===== src/rtl/uart_receiver_pkg.sv =====
// Shared UART definitions: default frame geometry, idle line level and the
// one-hot receive state encoding used by both transmitter and receiver.
package uart_receiver_pkg;

  localparam int   WORD_SIZE_DEF  = 8;
  localparam int   OVERSAMPLE_DEF = 16;
  localparam logic LINE_IDLE      = 1'b1;

  typedef enum logic [3:0] {
    ST_IDLE      = 4'b0001,
    ST_STARTING  = 4'b0010,
    ST_RECEIVING = 4'b0100,
    ST_STOP      = 4'b1000
  } uart_state_t;

endpackage


===== src/rtl/input_synchronizer.sv =====
// Two-flop synchronizer for the asynchronous serial line; resets to the idle
// level so a reset never looks like a start bit.
module input_synchronizer
  import uart_receiver_pkg::*;
(
  input  logic Clock,
  input  logic reset_,
  input  logic i_async,
  output logic o_sync
);

  logic r_meta;
  logic r_sync;

  always_ff @(posedge Clock) begin
    if (reset_) begin
      r_meta <= LINE_IDLE;
      r_sync <= LINE_IDLE;
    end else begin
      r_meta <= i_async;
      r_sync <= r_meta;
    end
  end

  assign o_sync = r_sync;

endmodule


===== src/rtl/uart_receiver.sv =====
// Oversampling UART receiver: start-bit validation at half a bit, data and stop
// sampled at bit centres, with framing and overrun flags held until read_ack.
module uart_receiver
  import uart_receiver_pkg::*;
#(
  parameter int word_size  = WORD_SIZE_DEF,
  parameter int oversample = OVERSAMPLE_DEF
) (
  input  logic                 Clock,
  input  logic                 reset_,
  input  logic                 Serial_in,
  input  logic                 sample_tick,
  input  logic                 read_ack,
  output logic [word_size-1:0] RCV_datareg,
  output logic                 Data_ready,
  output logic                 Error1,
  output logic                 Error2
);

  localparam int SC_W = $clog2(oversample);
  localparam int BC_W = $clog2(word_size + 1);
  localparam logic [SC_W-1:0] SC_HALF = SC_W'(oversample / 2 - 1);
  localparam logic [SC_W-1:0] SC_FULL = SC_W'(oversample - 1);
  localparam logic [BC_W-1:0] BC_LAST = BC_W'(word_size - 1);

  logic                 w_line;
  uart_state_t          r_state;
  uart_state_t          w_next_state;
  logic [SC_W-1:0]      r_sample_count;
  logic [BC_W-1:0]      r_bit_count;
  logic [word_size-1:0] r_shift;
  logic [word_size-1:0] r_datareg;
  logic                 r_data_ready;
  logic                 r_error1;
  logic                 r_error2;
  logic                 w_at_half;
  logic                 w_at_full;
  logic                 w_clr_sample;
  logic                 w_inc_sample;
  logic                 w_clr_bits;
  logic                 w_shift_en;
  logic                 w_done;

  input_synchronizer u_sync (
    .Clock   (Clock),
    .reset_  (reset_),
    .i_async (Serial_in),
    .o_sync  (w_line)
  );

  assign w_at_half = (r_sample_count == SC_HALF);
  assign w_at_full = (r_sample_count == SC_FULL);

  always_ff @(posedge Clock) begin
    if (reset_) r_state <= ST_IDLE;
    else        r_state <= w_next_state;
  end

  always_comb begin
    w_next_state = r_state;
    case (r_state)
      ST_IDLE:      if (sample_tick && w_line != LINE_IDLE) w_next_state = ST_STARTING;
      ST_STARTING:  if (sample_tick && w_at_half)
                      w_next_state = (w_line == LINE_IDLE) ? ST_IDLE : ST_RECEIVING;
      ST_RECEIVING: if (sample_tick && w_at_full && r_bit_count == BC_LAST)
                      w_next_state = ST_STOP;
      ST_STOP:      if (sample_tick && w_at_full) w_next_state = ST_IDLE;
      default:      w_next_state = ST_IDLE;
    endcase
  end

  // Datapath controls; everything is gated by sample_tick so state holds between ticks.
  always_comb begin
    w_clr_sample = 1'b0;
    w_inc_sample = 1'b0;
    w_clr_bits   = 1'b0;
    w_shift_en   = 1'b0;
    w_done       = 1'b0;
    if (sample_tick) begin
      case (r_state)
        ST_IDLE:      w_clr_sample = (w_line != LINE_IDLE);
        ST_STARTING:  begin
                        w_clr_sample = w_at_half;
                        w_clr_bits   = w_at_half;
                        w_inc_sample = !w_at_half;
                      end
        ST_RECEIVING: begin
                        w_shift_en   = w_at_full;
                        w_clr_sample = w_at_full;
                        w_inc_sample = !w_at_full;
                      end
        ST_STOP:      begin
                        w_done       = w_at_full;
                        w_clr_sample = w_at_full;
                        w_inc_sample = !w_at_full;
                      end
        default:      ;
      endcase
    end
  end

  always_ff @(posedge Clock) begin
    if (reset_) begin
      r_sample_count <= '0;
      r_bit_count    <= '0;
      r_shift        <= '0;
      r_datareg      <= '0;
      r_data_ready   <= 1'b0;
      r_error1       <= 1'b0;
      r_error2       <= 1'b0;
    end else begin
      if (w_clr_sample)      r_sample_count <= '0;
      else if (w_inc_sample) r_sample_count <= r_sample_count + 1'b1;

      if (w_clr_bits)        r_bit_count <= '0;
      else if (w_shift_en)   r_bit_count <= r_bit_count + 1'b1;

      if (w_shift_en) r_shift <= {w_line, r_shift[word_size-1:1]};

      // A completing frame beats a coincident read_ack.
      if (w_done) begin
        r_datareg    <= r_shift;
        r_data_ready <= 1'b1;
        r_error1     <= (w_line != LINE_IDLE);
        r_error2     <= r_data_ready && !read_ack;
      end else if (read_ack) begin
        r_data_ready <= 1'b0;
        r_error1     <= 1'b0;
        r_error2     <= 1'b0;
      end
    end
  end

  assign RCV_datareg = r_datareg;
  assign Data_ready  = r_data_ready;
  assign Error1      = r_error1;
  assign Error2      = r_error2;

endmodule

===== config.mk =====
export PLATFORM = sky130hd
export DESIGN_NAME = uart_receiver
export DESIGN_NICKNAME = d
export VERILOG_FILES = /design/src/rtl/uart_receiver_pkg.sv /design/src/rtl/input_synchronizer.sv /design/src/rtl/uart_receiver.sv
export SDC_FILE = /design/constraint.sdc
export NUM_CORES = 1
export LEC_CHECK = 0
export ABC_AREA = 1
export BUFFER_PORTS_ARGS = -buffer_cell sky130_fd_sc_hd__buf_2
export CORE_UTILIZATION = 25
export CTS_BUF_LIST = sky130_fd_sc_hd__clkbuf_16
export DETAILED_ROUTE_END_ITERATION = 8
export PLACE_DENSITY = 0.41
export RECOVER_POWER = 50
export SYNTH_ARGS = -nofsm -noshare
export SYNTH_HDL_FRONTEND = slang
export SYNTH_SLANG_ARGS = --single-unit

===== constraint.sdc =====
create_clock -name Clock -period 1.6 [get_ports Clock]
set_input_delay 0.08 -clock Clock [delete_from_list [all_inputs] [get_ports Clock]]
set_output_delay 0.08 -clock Clock [all_outputs]
set_load 0.05 [all_outputs]

Yosys cells after proc, flatten, opt, wreduce, memory -nomap -nowiden
Index checks and enable logic that the tools add are counted.
{"block": "classes", "addsub": 2, "n_mul": 0, "magnitude_cmp": 0, "n_mux": 20, "n_reduce_logical": 13, "n_div": 0, "shifts": 0, "eq_ne": 11, "n_bitwise": 1}
{"operator": "$mux 4", "n": 4}
{"operator": "$pmux 4 s4", "n": 1}
{"operator": "$eq 4x3->1 const B", "n": 3}
{"operator": "$mux 1", "n": 12}
{"operator": "$add 4x1->4 const B", "n": 2}
{"operator": "$eq 4x4->1 const B", "n": 2}
{"operator": "$ne 2x2->1 const B", "n": 4}
{"operator": "$reduce_or 2->1", "n": 3}
{"operator": "$logic_and 1x1->1", "n": 5}
{"operator": "$eq 4x1->1 const B", "n": 1}
{"operator": "$eq 4x2->1 const B", "n": 1}
{"operator": "$reduce_and 4->1", "n": 1}
{"operator": "$logic_not 1->1", "n": 3}
{"operator": "$mux 3", "n": 1}
{"operator": "$pmux 1 s3", "n": 1}
{"operator": "$pmux 1 s2", "n": 1}
{"operator": "$reduce_bool 2->1", "n": 1}
{"operator": "$not 1->1", "n": 1}
{"block": "totals", "rom_bits": 0, "n_memories": 0, "ram_bits": 0, "latchBits": 0, "wordCells": 57, "output_inout_bits": 11, "ff_bits": 33, "in_bits": 5}

Longest topological paths before layout
Gate-level depths: netlist of run 1.
{"block": "logic_depth", "ltp_word": 5, "mapped_depth": 9, "mapped_depth_nobuf": 9}

Modules after synthesis
From an unflattened synthesis of run 1, not the netlist that was laid out.
{"block": "unflattened", "cells_unflattened": 205, "hier_area_um2": 1455.1}
{"mod": "uart_receiver", "area_each_um2": 1396.3, "cells_each": 198, "instances": 1}
{"mod": "input_synchronizer", "area_each_um2": 58.8, "cells_each": 7, "instances": 1}

Worst setup path before layout of run 1
Ideal clock, no wire load.
{"block": "synth_path", "kind": "reg2reg", "from": "reg r_sample_count[0]", "to": "reg r_error1 (netlist: Error1)", "arrival_time_ns": 1.232, "n_path_buf": 1, "setup_slack_ns": 0.249, "stages_incl_launch_ff": 10, "setup_time_ns": 0.119, "synth_period_minus_slack_ns": 1.351, "cell_sequence": "dfxtp_1 -> ha_1 -> nand3_2 -> nor2_2 -> inv_2 -> nor2_4 -> inv_1 -> buf_6 -> nand3_1 -> a21oi_1"}
{"block": "synth_via", "elab_chain_len": 4, "word_cells_on_any_way": 5, "classes_between": "1 x eq/ne; 3 x mux; 1 x reduce/logical"}
{"item": "from (decl)", "line": "uart_receiver.sv:29", "rtl": "logic [SC_W-1:0] r_sample_count;"}
{"item": "from (signal assigned)", "line": "uart_receiver.sv:113", "rtl": "else if (w_inc_sample) r_sample_count <= r_sample_count + 1'b1;"}
{"item": "$eq 4x4->1 *", "line": "uart_receiver.sv:52", "rtl": "assign w_at_full = (r_sample_count == SC_FULL);"}
{"item": "$mux 1 *", "line": "uart_receiver.sv:80", "rtl": "case (r_state)"}
{"item": "$mux 1 *", "line": "uart_receiver.sv:79", "rtl": "if (sample_tick) begin"}
{"item": "$mux 1 / $reduce_bool 2->1 (equally long branches)"}
{"item": "to (signal assigned)", "line": "uart_receiver.sv:124", "rtl": "r_error1 <= (w_line != LINE_IDLE);"}
{"item": "to (decl)", "line": "uart_receiver.sv:34", "rtl": "logic r_error1;"}
Mark *: on every way between the ends. The rest lies on a longest branch, timed or not.
A chain may end at the register's enable or synchronous reset.

Worst setup path after layout of run 1
{"block": "layout_path", "from": "reg r_sample_count[1]", "to": "reg r_error2 (netlist: Error2)"}
{"block": "layout_via", "elab_chain_len": 4, "word_cells_on_any_way": 5, "classes_between": "1 x eq/ne; 3 x mux; 1 x reduce/logical"}
{"item": "$eq 4x4->1 *", "line": "uart_receiver.sv:52"}
{"item": "$mux 1 *", "line": "uart_receiver.sv:80"}
{"item": "$mux 1 *", "line": "uart_receiver.sv:79"}
{"item": "$mux 1 / $reduce_bool 2->1 (equally long branches)"}
{"item": "to (signal assigned)", "line": "uart_receiver.sv:125", "rtl": "r_error2 <= r_data_ready && !read_ack;"}
{"item": "to (decl)", "line": "uart_receiver.sv:35", "rtl": "logic r_error2;"}
Marked as above.

==> results of run 1 <==
==> area by class of cell <==
type | instances | share of cell area
Clock buffer | 5 | 0.0690
Clock inverter | 3 | 0.00759
Inverter | 20 | 0.0448
Multi-Input combinational cell | 140 | 0.401
Sequential cell | 33 | 0.367
Tap cell | 72 | 0.0497
Timing Repair Buffer | 20 | 0.0566
Timing Repair inverter | 1 | 0.00414
==> worst max-delay path by stage <==
stage                      startpoint        endpoint  cells past startpoint  slack, ns
global placement    r_sample_count[0]      r_shift[7]                      7       0.03
finish              r_sample_count[1]          Error2                      9       0.06
global route        r_sample_count[1]  RCV_datareg[6]                      8      -0.04
floorplan           r_sample_count[0]          Error1                      9       0.25
CTS                 r_sample_count[0]      r_shift[7]                      7       0.01
detailed placement  r_sample_count[0]      r_shift[7]                      7       0.03
==> power groups by stage <==
stage | Clock, mW | Combinational, mW | Sequential [mW]
after floorplan | 0 | 0.333 | 0.925
after global placement | 0 | 0.414 | 0.933
after detailed placement | 0 | 0.401 | 0.934
after CTS | 0.935 | 0.407 | 0.918
after global routing | 0.967 | 0.477 | 0.925
final | 0.912 | 0.406 | 0.919
==> cells in the mapped netlist, types with 3 or more instances <==
| master | count |
|---|---|
| nand2_1 | 34 |
| nor2_2 | 3 |
| inv_2 | 4 |
| dfxtp_1 | 33 |
| nor2_1 | 39 |
| a21oi_1 | 11 |
| nand2_2 | 3 |
| nand3_1 | 12 |
| inv_1 | 16 |
| buf_6 | 4 |
| o21ai_0 | 17 |
| xor2_1 | 3 |
==> through the flow <==
step           setup TNS [ns]  hold slack, ns  power, mW
3_3_place_gp                0           0.262       1.35
2_1_floorplan               0           0.142       1.26
5_1_grt                -0.265          0.0633       2.37
6_report                    0          0.0499       2.24
4_1_cts                     0          0.0484       2.26
3_5_place_dp                0           0.267       1.34
==> sequential cells by signal, summed over array words and instances, names as in the netlist, 4 cells and up <==
| name | cells |
|---|---|
| r_sample_count | 4 |
| r_state | 4 |
| r_bit_count | 4 |
| r_shift | 8 |
| RCV_datareg | 8 |
==> cells by family (layout without fill, tap and decap cells) <==
family / Yosys count / count (layout) / synth area share
compound gates: 33 / 33 / 0.117
xor+xnor: 3 / 3 / 0.0179
fa+ha+maj: 2 / 2 / 0.0170
buf+inv: 27 / 49 / 0.0901
flops: 33 / 33 / 0.449
simple gates: 102 / 102 / 0.309
==> layer usage <==
| metal | vias up | part of all wire |
|---|---|---|
| met2 | 16 | 0.45 |
| li1 | 676 | - |
| met4 | 0 | 0.019 |
| met5 | - | 0 |
| met3 | 7 | 0.039 |
| met1 | 574 | 0.49 |
==> critical path, stage by stage (launching register included) <==
cell        delay, ns
dfxtp_2          0.36
ha_4             0.17
nand3_4          0.10
nor2_4           0.15
inv_2            0.06
nor2_4           0.15
buf_4            0.14
clkinvlp_4       0.13
nand3_1          0.12
a21oi_2          0.05
==> timing repair <==
| action | 4_1_cts | 5_1_grt |
|---|---|---|
| resized for setup | 0 | 18 |
| setup buffers | 0 | 2 |
| hold endpoints to repair | 1 | 0 |
| endpoints found under the setup margin | 0 | 22 |
| hold buffers | 1 | 0 |
==> impl_results.md, run 1 <==
- Routing usage on met3: 0.0379
- DRT Pass-1 Iters: 4
- Reg-to-Reg End: Error2
- Row count: 27
- CTS Sinks: 33
- DP HPWL: ~2100 um
- Worst Hold End: Error2
- Commonest cells after routing, fill and taps aside: nand2_1, nor2_1, dfxtp_1
- DRC violation total after the first TritonRoute iteration: 44
- Switch share: 0.295
- Synthesized cell area: 1470 sq um
- Pre-CTS setup slack: 0.0341 ns
- Layout fillers: 624
- Fin nets: 228
- Busiest layer in global routing: met2
- Finished Cell Area: roughly 1800 sq um
- # diodes: 0
- Static Leakage: 0.737 nW
- Combinational power share: 0.181
- Startpoint types: register
- Setup ws final: between 0.06 and 0.07 ns
- Number of synthesized register bits: 33
- Ys async rst share: 0
- Final hold viol count: 0
- Layout cells sized above 1: 0.194
- Overflow after GRT: 0
- Crit path capture type: register
- Commonest non-fill, non-tap cell in the layout: nand2_1
- Synth top area share: 0.449
- Core area: around 5600 sq um
- Critical path class: reg -> reg
- Yosys Warn Count: 0
- Layout Cells excl Fill: around 290
- Wirelength per Cell: around 11 um
- Min-delay worst type: in -> reg
- Clock root cell: clkbuf_16
- Skew-Pair Late Insertion Delay: ~0.28 ns
- FF/Latch Area: around 670 sq um
- Achievable Freq: around 0.65 GHz
- Req. time, crit path: 1.77 ns
- Global Route Usage Sum: 0.114
- R2r setup slk: 0.06 ns
- RSZ-0062 raised after global routing: true
- DR DRC count: 0
- Horiz. Die Dim: 78.7 um
- Max Slew Vio Count: 0
- Total CTS buffers: 5
- Worst R2R Start: r_sample_count[1]
- Arrival time at the worst endpoint: 1.71 ns
- Hold path start: reset_
- Die area: slightly above 6000 sq um
- Primary FF master, synth: dfxtp_1
- Seq pwr share: 0.411
- Psw: around 660 uW
- Clock share of power: 0.408
- Met2 GRT Util: 0.185
- Crit path time final: ~1.5 ns
- Multi-input gate area: around 730 sq um
- Setup violations, final: 0
- Clock skew: 0.00349 ns
- Mapped Avg Cell Area: about 7.4 sq um
- Crit share post-route: 0.961
- Number of synthesized flops with an enable pin: 0
- Finished Core Util: 0.325
- CTS H-tree lvls: 2
- Dpl cell area: approximately 1600 sq um
- Initial Util: 0.264
- CTS tree: done
- Initial antenna violation count: 0
- Final ANT Viol Nets: 0
- Inst Count DP: roughly 280
- Internal power: approximately 1.6 mW
- Area growth syn-to-layout: 23.3%
- Height of the die: 78.7 um
- Final WL: between 3000 and 4000 um
- IO Pins: 16
- Worst-case reg-to-reg path depth: 9
- Cells taking the most area after synthesis: dfxtp_1, nor2_1, nand2_1, o21ai_0, nand3_1
- Post-synth cell types: 27
- Maxcap violations: 0
- GPL Wtd Cong: roughly 0.74
- Clk pin slew, worst setup/hold paths: 0.05 ns
- Pin count of the biggest net entering global routing: 17
- Vias in the first global route: between 1000 and 1500
- Post-Syn Instances: 200
- Hold path depth: 2
- Peak VDD IR: 0.413 mV
- Routed via count: 1273
- M1 GR Usage: 0.134
- First-pass GRT wire length: ~5500 um
- Dominant cell type by area after synthesis: dfxtp_1
- Status: finished, final reports clean
- Seq/Total Area, Yosys: 0.449
- CTS Buffer Depth: 2
- Tightest Pin Transition: 0.603 ns
- Slew Limit Headroom: 0.600
- Crit Path Max Fanout: 5
- Vias/cell: ~4.3
- Power Density: roughly 1200 nW/um^2
- Synthesized net count: 207
- Buffers on Ports: 15
(Power assumes the default switching activity.)
==> inputs of run 2 (changes only) <==
--- a/config.mk
+++ b/config.mk
@@ -10,7 +10,7 @@
 export CORE_UTILIZATION = 25
 export CTS_BUF_LIST = sky130_fd_sc_hd__clkbuf_16
 export DETAILED_ROUTE_END_ITERATION = 8
-export PLACE_DENSITY = 0.41
+export PLACE_DENSITY = 0.42
 export RECOVER_POWER = 50
 export SYNTH_ARGS = -nofsm -noshare
 export SYNTH_HDL_FRONTEND = slang
==> constraint.sdc (replaced) <==
create_clock -name Clock -period 1.3 [get_ports Clock]
set_input_delay 0.065 -clock Clock [delete_from_list [all_inputs] [get_ports Clock]]
set_output_delay 0.065 -clock Clock [all_outputs]
set_load 0.05 [all_outputs]
==> impl_results.md, run 2 (synthesis results as in run 1) <==
- Status: complete, but fails checks
- Violated checks: setup timing
- Critical path class: reg -> reg
- DP HPWL: 2330 um (+9.3%)
- CTS tree: done
- Routed via count: 1351 (+6.1%)
- M1 WL: 1730 um (+6.7%)
- Clock root cell: clkbuf_16
- Wirelength per Cell: 10.9 um (-2.3%)
- Vias/cell: 4.34 (+0.33%)
- Commonest cells after routing, fill and taps aside: nor2_1, nand2_1, dfxtp_1
- DRT Pass-1 Iters: 4 (unchanged)
- Final WL: 3400 um (+3.3%)
- CTS Buffer Depth: 2 (unchanged)
- First-pass GRT wire length: 5640 um (+2.5%)
- Area growth syn-to-layout: 37.2%
- Vias in the first global route: 1233 (-1.5%)
- FF/Latch Area: 669 sq um (+0.56%)
- DR DRC count: 0 (unchanged)
- Met3 Wirelength: 127 um (unchanged)
- CTS H-tree lvls: 2 (unchanged)
- Final hold viol count: 0 (unchanged)
- Horiz. Die Dim: 78.7 um (unchanged)
- Total Power: 3.21 mW (+43%)
- CTS Sinks: 33 (unchanged)
- RSZ-0062 raised after global routing: true
- Initial antenna violation count: 0 (unchanged)
- DRC violation total after the first TritonRoute iteration: 26 (-41%)
- Buffers on Ports: 15 (unchanged)
- Achievable Freq: 0.724 GHz (+11%)
- Maxcap violations: 0 (unchanged)
- Die area: 6200 sq um (unchanged)
- # diodes: 0 (unchanged)
- Global Route Usage Sum: 0.119 (+0.00443)
- Setup violations, final: 13 (+13)
- IO Pins: 16 (unchanged)
- Hold path depth: 2 (unchanged)
- Tightest Pin Transition: 0.608 ns (+0.00536 ns)
- Clk pin slew, worst setup/hold paths: 0.05 ns (about the same)
- Initial Util: 0.264 (unchanged)
- Slew Limit Headroom: 0.596 (-0.00356)
- Row count: 27 (unchanged)
- Dpl cell area: 1750 sq um (+9.7%)
- Finished Cell Area: 2020 sq um (+11%)
- Max Used Layer: met4
- Crit share post-route: 1.06 (+0.102)
- GPL Wtd Cong: 0.783 (+5.7%)
- Overflow after GRT: 0 (unchanged)
- Peak VDD IR: 0.611 mV (+48%)
- Crit path time final: 1.38 ns (-0.155 ns)
- Met2 WL: 1480 um (about the same)
- Clock skew: 0.00305 ns (-0.000445 ns)
- Crit path capture type: register
- Commonest non-fill, non-tap cell in the layout: nor2_1
- Startpoint types: register
- Pin count of the biggest net entering global routing: 18 (+1)
- Height of the die: 78.7 um (unchanged)
- Arrival time at the worst endpoint: 1.55 ns (-0.16 ns)
- Worst-case reg-to-reg path depth: 8 (-1)
- Max Slew Vio Count: 0 (unchanged)
- Setup ws final: -0.0817 ns (-0.145 ns)
- R2r setup slk: -0.08 ns (-0.14 ns)
- Static Leakage: 0.899 nW (+22%)
- Fin nets: 246 (+7.9%)
- Power Density: 1590 nW/um^2 (+29%)
- Core area: 5570 sq um (unchanged)
- Crit Path Max Fanout: 11 (+6)
- Skew-Pair Late Insertion Delay: 0.28 ns (about the same)
- Multi-input gate area: 772 sq um (+6.0%)
- Layout fillers: 603 (-3.4%)
- Total CTS buffers: 5 (unchanged)
- Req. time, crit path: 1.47 ns (-0.30 ns)
- Min-delay worst type: in -> reg
- Final ANT Viol Nets: 0 (unchanged)
- Layout cells sized above 1: 0.322 (+0.128)
[run 2: where the power goes]
group	switching (mW)	internal [mW]	total, mW
clock network	0.416	0.888	1.30
registers	0.0696	1.08	1.15
logic	0.413	0.339	0.752
total	0.898	2.31	3.21
[run 2: through the flow]
step	setup WS [ns]	hold slack (ns)	std cells	setup TNS, ns	utilization
5_1_grt	-0.213	0.0491	311	-3.08	0.362
3_5_place_dp	-0.0798	0.253	300	-1.21	0.314
2_1_floorplan	0.0309	0.127	200	0	-
4_1_cts	-0.0898	0.0245	308	-1.49	0.346
6_report	-0.0817	0.0289	311	-0.743	0.362
3_3_place_gp	-0.0765	0.247	300	-0.924	0.314
[run 2: worst max-delay path: stages (launching register included)]
cell	delay, ns
dfxtp_2	0.35
ha_4	0.15
nand3_4	0.08
nor2_4	0.17
inv_2	0.08
nor2_4	0.08
inv_1	0.16
nor2_1	0.15
nor2_1	0.06
[run 2: final timing paths]
path	startpoint	end
max reg2reg	r_sample_count[1]	RCV_datareg[7]
max	r_sample_count[1]	RCV_datareg[7]
min	reset_	Error2
min reg2reg	u_sync.r_meta	u_sync.o_sync
[run 2: cell type report]
type	count	area share
inverter	20	0.0409
timing repair buffer	37	0.118
multi-input combinational	141	0.383
timing repair inverter	1	0.00248
tap	72	0.0446
clock inverter	2	0.0174
sequential	33	0.332
clock buffer	5	0.0620
[run 2: routing by layer]
metal  vias to the layer above  GRT usage
li1                        717          -
met1                       609      0.156
met2                        18      0.170
met3                         7     0.0425
met4                         0     0.0556
met5                         -          0
[run 2: repair_timing]
action / CTS / global route
gates cloned: 0 / 2
hold buffers: 1 / 0
buffers inserted: 0 / 1
hold endpoints to repair: 1 / 0
resized for setup: 4 / 32
setup endpoints to repair: 30 / 31
pin swaps: 0 / 1
==> inputs of run 3 (changes only) <==
--- a/config.mk
+++ b/config.mk
@@ -10,8 +10,9 @@
 export CORE_UTILIZATION = 25
 export CTS_BUF_LIST = sky130_fd_sc_hd__clkbuf_16
 export DETAILED_ROUTE_END_ITERATION = 8
-export PLACE_DENSITY = 0.42
+export PLACE_DENSITY = 0.48
 export RECOVER_POWER = 50
+export REMOVE_ABC_BUFFERS = 1
 export SYNTH_ARGS = -nofsm -noshare
 export SYNTH_HDL_FRONTEND = slang
 export SYNTH_SLANG_ARGS = --single-unit
==> impl_results.md, run 3 (synthesis results as in run 1) <==
- Req. time, crit path: 1.51 ns (+0.04 ns)
- Crit path capture type: register
- Clock root cell: clkbuf_16
- Skew-Pair Late Insertion Delay: 0.28 ns (about the same)
- Buffers on Ports: 15 (unchanged)
- Seq pwr share: 0.354 (-0.005)
- Commonest cells after routing, fill and taps aside: nor2_1, dfxtp_1, nand2_1
- Crit path time final: 1.41 ns (+0.0256 ns)
- Routed via count: 1390 (+2.9%)
- First-pass GRT wire length: 5750 um (+1.9%)
- Inst Count DP: 297 (-1.0%)
- Wirelength per Cell: 11.1 um (+1.6%)
- Initial Util: 0.264 (unchanged)
- Fin nets: 252 (+2.4%)
- Final hold viol count: 0 (unchanged)
- Core area: 5570 sq um (unchanged)
- Tightest Pin Transition: 0.596 ns (-0.0124 ns)
- Global Route Usage Sum: 0.119 (+0.000290)
- Clock share of power: 0.414 (+0.007)
- Overflow after GRT: 0 (unchanged)
- Multi-input gate area: 852 sq um (+10%)
- Psw: 935 uW (+4.1%)
- Hold path depth: 2 (unchanged)
- Combinational power share: 0.231 (-0.003)
- Row count: 27 (unchanged)
- Achievable Freq: 0.711 GHz (-1.8%)
- Final ANT Viol Nets: 0 (unchanged)
- Worst-case reg-to-reg path depth: 8 (unchanged)
- Max Slew Vio Count: 0 (unchanged)
- Total CTS buffers: 5 (unchanged)
- # diodes: 0 (unchanged)
- RSZ-0062 raised after global routing: true
- FF/Latch Area: 666 sq um (-0.56%)
- Final WL: 3530 um (+3.9%)
- DP HPWL: 2130 um (-8.6%)
- Finished Core Util: 0.391 (+0.0290)
- Die area: 6200 sq um (unchanged)
- Crit Path Max Fanout: 8 (-3)
- Initial antenna violation count: 0 (unchanged)
- Peak VDD IR: 0.626 mV (+2.3%)
- Status: complete, but fails checks
- Layout Cells excl Fill: 318 (+2.3%)
- Height of the die: 78.7 um (unchanged)
- Layout cells sized above 1: 0.382 (+0.0599)
- Critical path class: reg -> reg
- Setup ws final: -0.107 ns (-0.0256 ns)
- DRT Pass-1 Iters: 4 (unchanged)
- Commonest non-fill, non-tap cell in the layout: nor2_1
- Area growth syn-to-layout: 48.1%
- Power Density: 1470 nW/um^2 (-7.4%)
- DRC violation total after the first TritonRoute iteration: 35 (+35%)
- Total Power: 3.21 mW (about the same)
- CTS tree: done
- Slew Limit Headroom: 0.605 (+0.00820)
- CTS Buffer Depth: 2 (unchanged)
- Crit share post-route: 1.08 (+0.0197)
- Setup violations, final: 24 (+11)
- DR DRC count: 0 (unchanged)
- Internal power: 2.27 mW (-1.5%)
- Clk pin slew, worst setup/hold paths: 0.05 ns (about the same)
- CTS H-tree lvls: 2 (unchanged)
- Finished Cell Area: 2180 sq um (+8.0%)
- GPL Wtd Cong: 0.791 (+0.93%)
- IO Pins: 16 (unchanged)
- Startpoint types: register
- Vias/cell: 4.37 (+0.62%)
- Violated checks: setup timing
- CTS Sinks: 33 (unchanged)
- Vias in the first global route: 1302 (+5.6%)
- Maxcap violations: 0 (unchanged)
- Pin count of the biggest net entering global routing: 17 (-1)
- Arrival time at the worst endpoint: 1.61 ns (+0.06 ns)
- Min-delay worst type: in -> reg
- Static Leakage: 0.942 nW (+4.7%)
- Clock skew: 0.00401 ns (+0.000962 ns)
- Layout fillers: 598 (-0.83%)
- Horiz. Die Dim: 78.7 um (unchanged)
- Dpl cell area: 1710 sq um (-2.4%)
- Switch share: 0.291 (+0.0114)
[run 3: cell count changes in the layout (fill, tap and decap cells not counted), moves of 2 or more]
cell / delta
buf_2: +2
o21ai_2: +4
buf_4: +3
o21ai_1: -8
clkinv_2: -2
nor2_4: +2
dfxtp_1: +3
nor2_1: -2
dfxtp_2: -3
clkinvlp_4: +3
nand2_1: -3
clkbuf_1: -2
o21ai_0: +3
[run 3: timing repair]
| action | in CTS | in global routing |
|---|---|---|
| setup endpoints to repair | 31 | 31 |
| gates resized for setup | 28 | 29 |
| pin swaps | 5 | 15 |
| hold buffers | 1 | 0 |
| buffers inserted | 3 | 6 |
| hold endpoints to repair | 1 | 0 |
| cloned | 1 | 2 |
[run 3: routing by layer]
metal | track usage | vias to the layer above | routed length [um]
met5 | 0 | - | 0
met4 | 0.0444 | 0 | 55
met2 | 0.203 | 22 | 1680
li1 | - | 729 | -
met1 | 0.140 | 632 | 1670
met3 | 0.0356 | 7 | 123
[run 3: power groups by stage]
stage / clock, mW / combinational, mW / sequential [mW]
2_1_floorplan: 0 / 0.402 / 1.14
3_3_place_gp: 0 / 0.603 / 1.14
3_5_place_dp: 0 / 0.595 / 1.14
4_1_cts: 1.35 / 0.652 / 1.13
5_1_grt: 1.42 / 0.824 / 1.15
6_report: 1.33 / 0.743 / 1.14
[run 3: cell type report]
| cell class | count | share of cell area |
|---|---|---|
| Tap cell | 72 | 0.0413 |
| Inverter | 20 | 0.0431 |
| Timing Repair inverter | 2 | 0.00746 |
| Timing Repair Buffer | 42 | 0.135 |
| Sequential cell | 33 | 0.305 |
| Multi-Input combinational cell | 141 | 0.391 |
| Clock inverter | 3 | 0.0189 |
| Clock buffer | 5 | 0.0574 |
[run 3: stage by stage]
| stage | setup TNS, ns | setup slack, ns | hold slack, ns |
|---|---|---|---|
| finish | -1.43 | -0.107 | 0.0193 |
| global route | -4.00 | -0.208 | 0.0329 |
| CTS | -0.747 | -0.0954 | 0.0275 |
| detailed placement | -2.98 | -0.152 | 0.252 |
| global placement | -2.82 | -0.156 | 0.247 |
| floorplan | -1.38 | -0.138 | 0.127 |
[run 3: worst paths after layout]
kind / startpoint / endpoint / slack, ns
setup / recovery: r_sample_count[0] / r_bit_count[0] / -0.11
hold / removal: reset_ / Error2 / 0.02
setup reg to reg: r_sample_count[0] / r_bit_count[0] / -0.11
hold reg to reg: u_sync.r_meta / u_sync.o_sync / 0.41
[run 3: critical path, cell delays in order, from the launching register on]
cell and delay [ns]:
dfxtp_2 0.35, ha_4 0.16, nand3_4 0.08, nor2_4 0.10, buf_4 0.11, buf_6 0.12
nand2_8 0.09, or2_0 0.21, a21oi_1 0.12
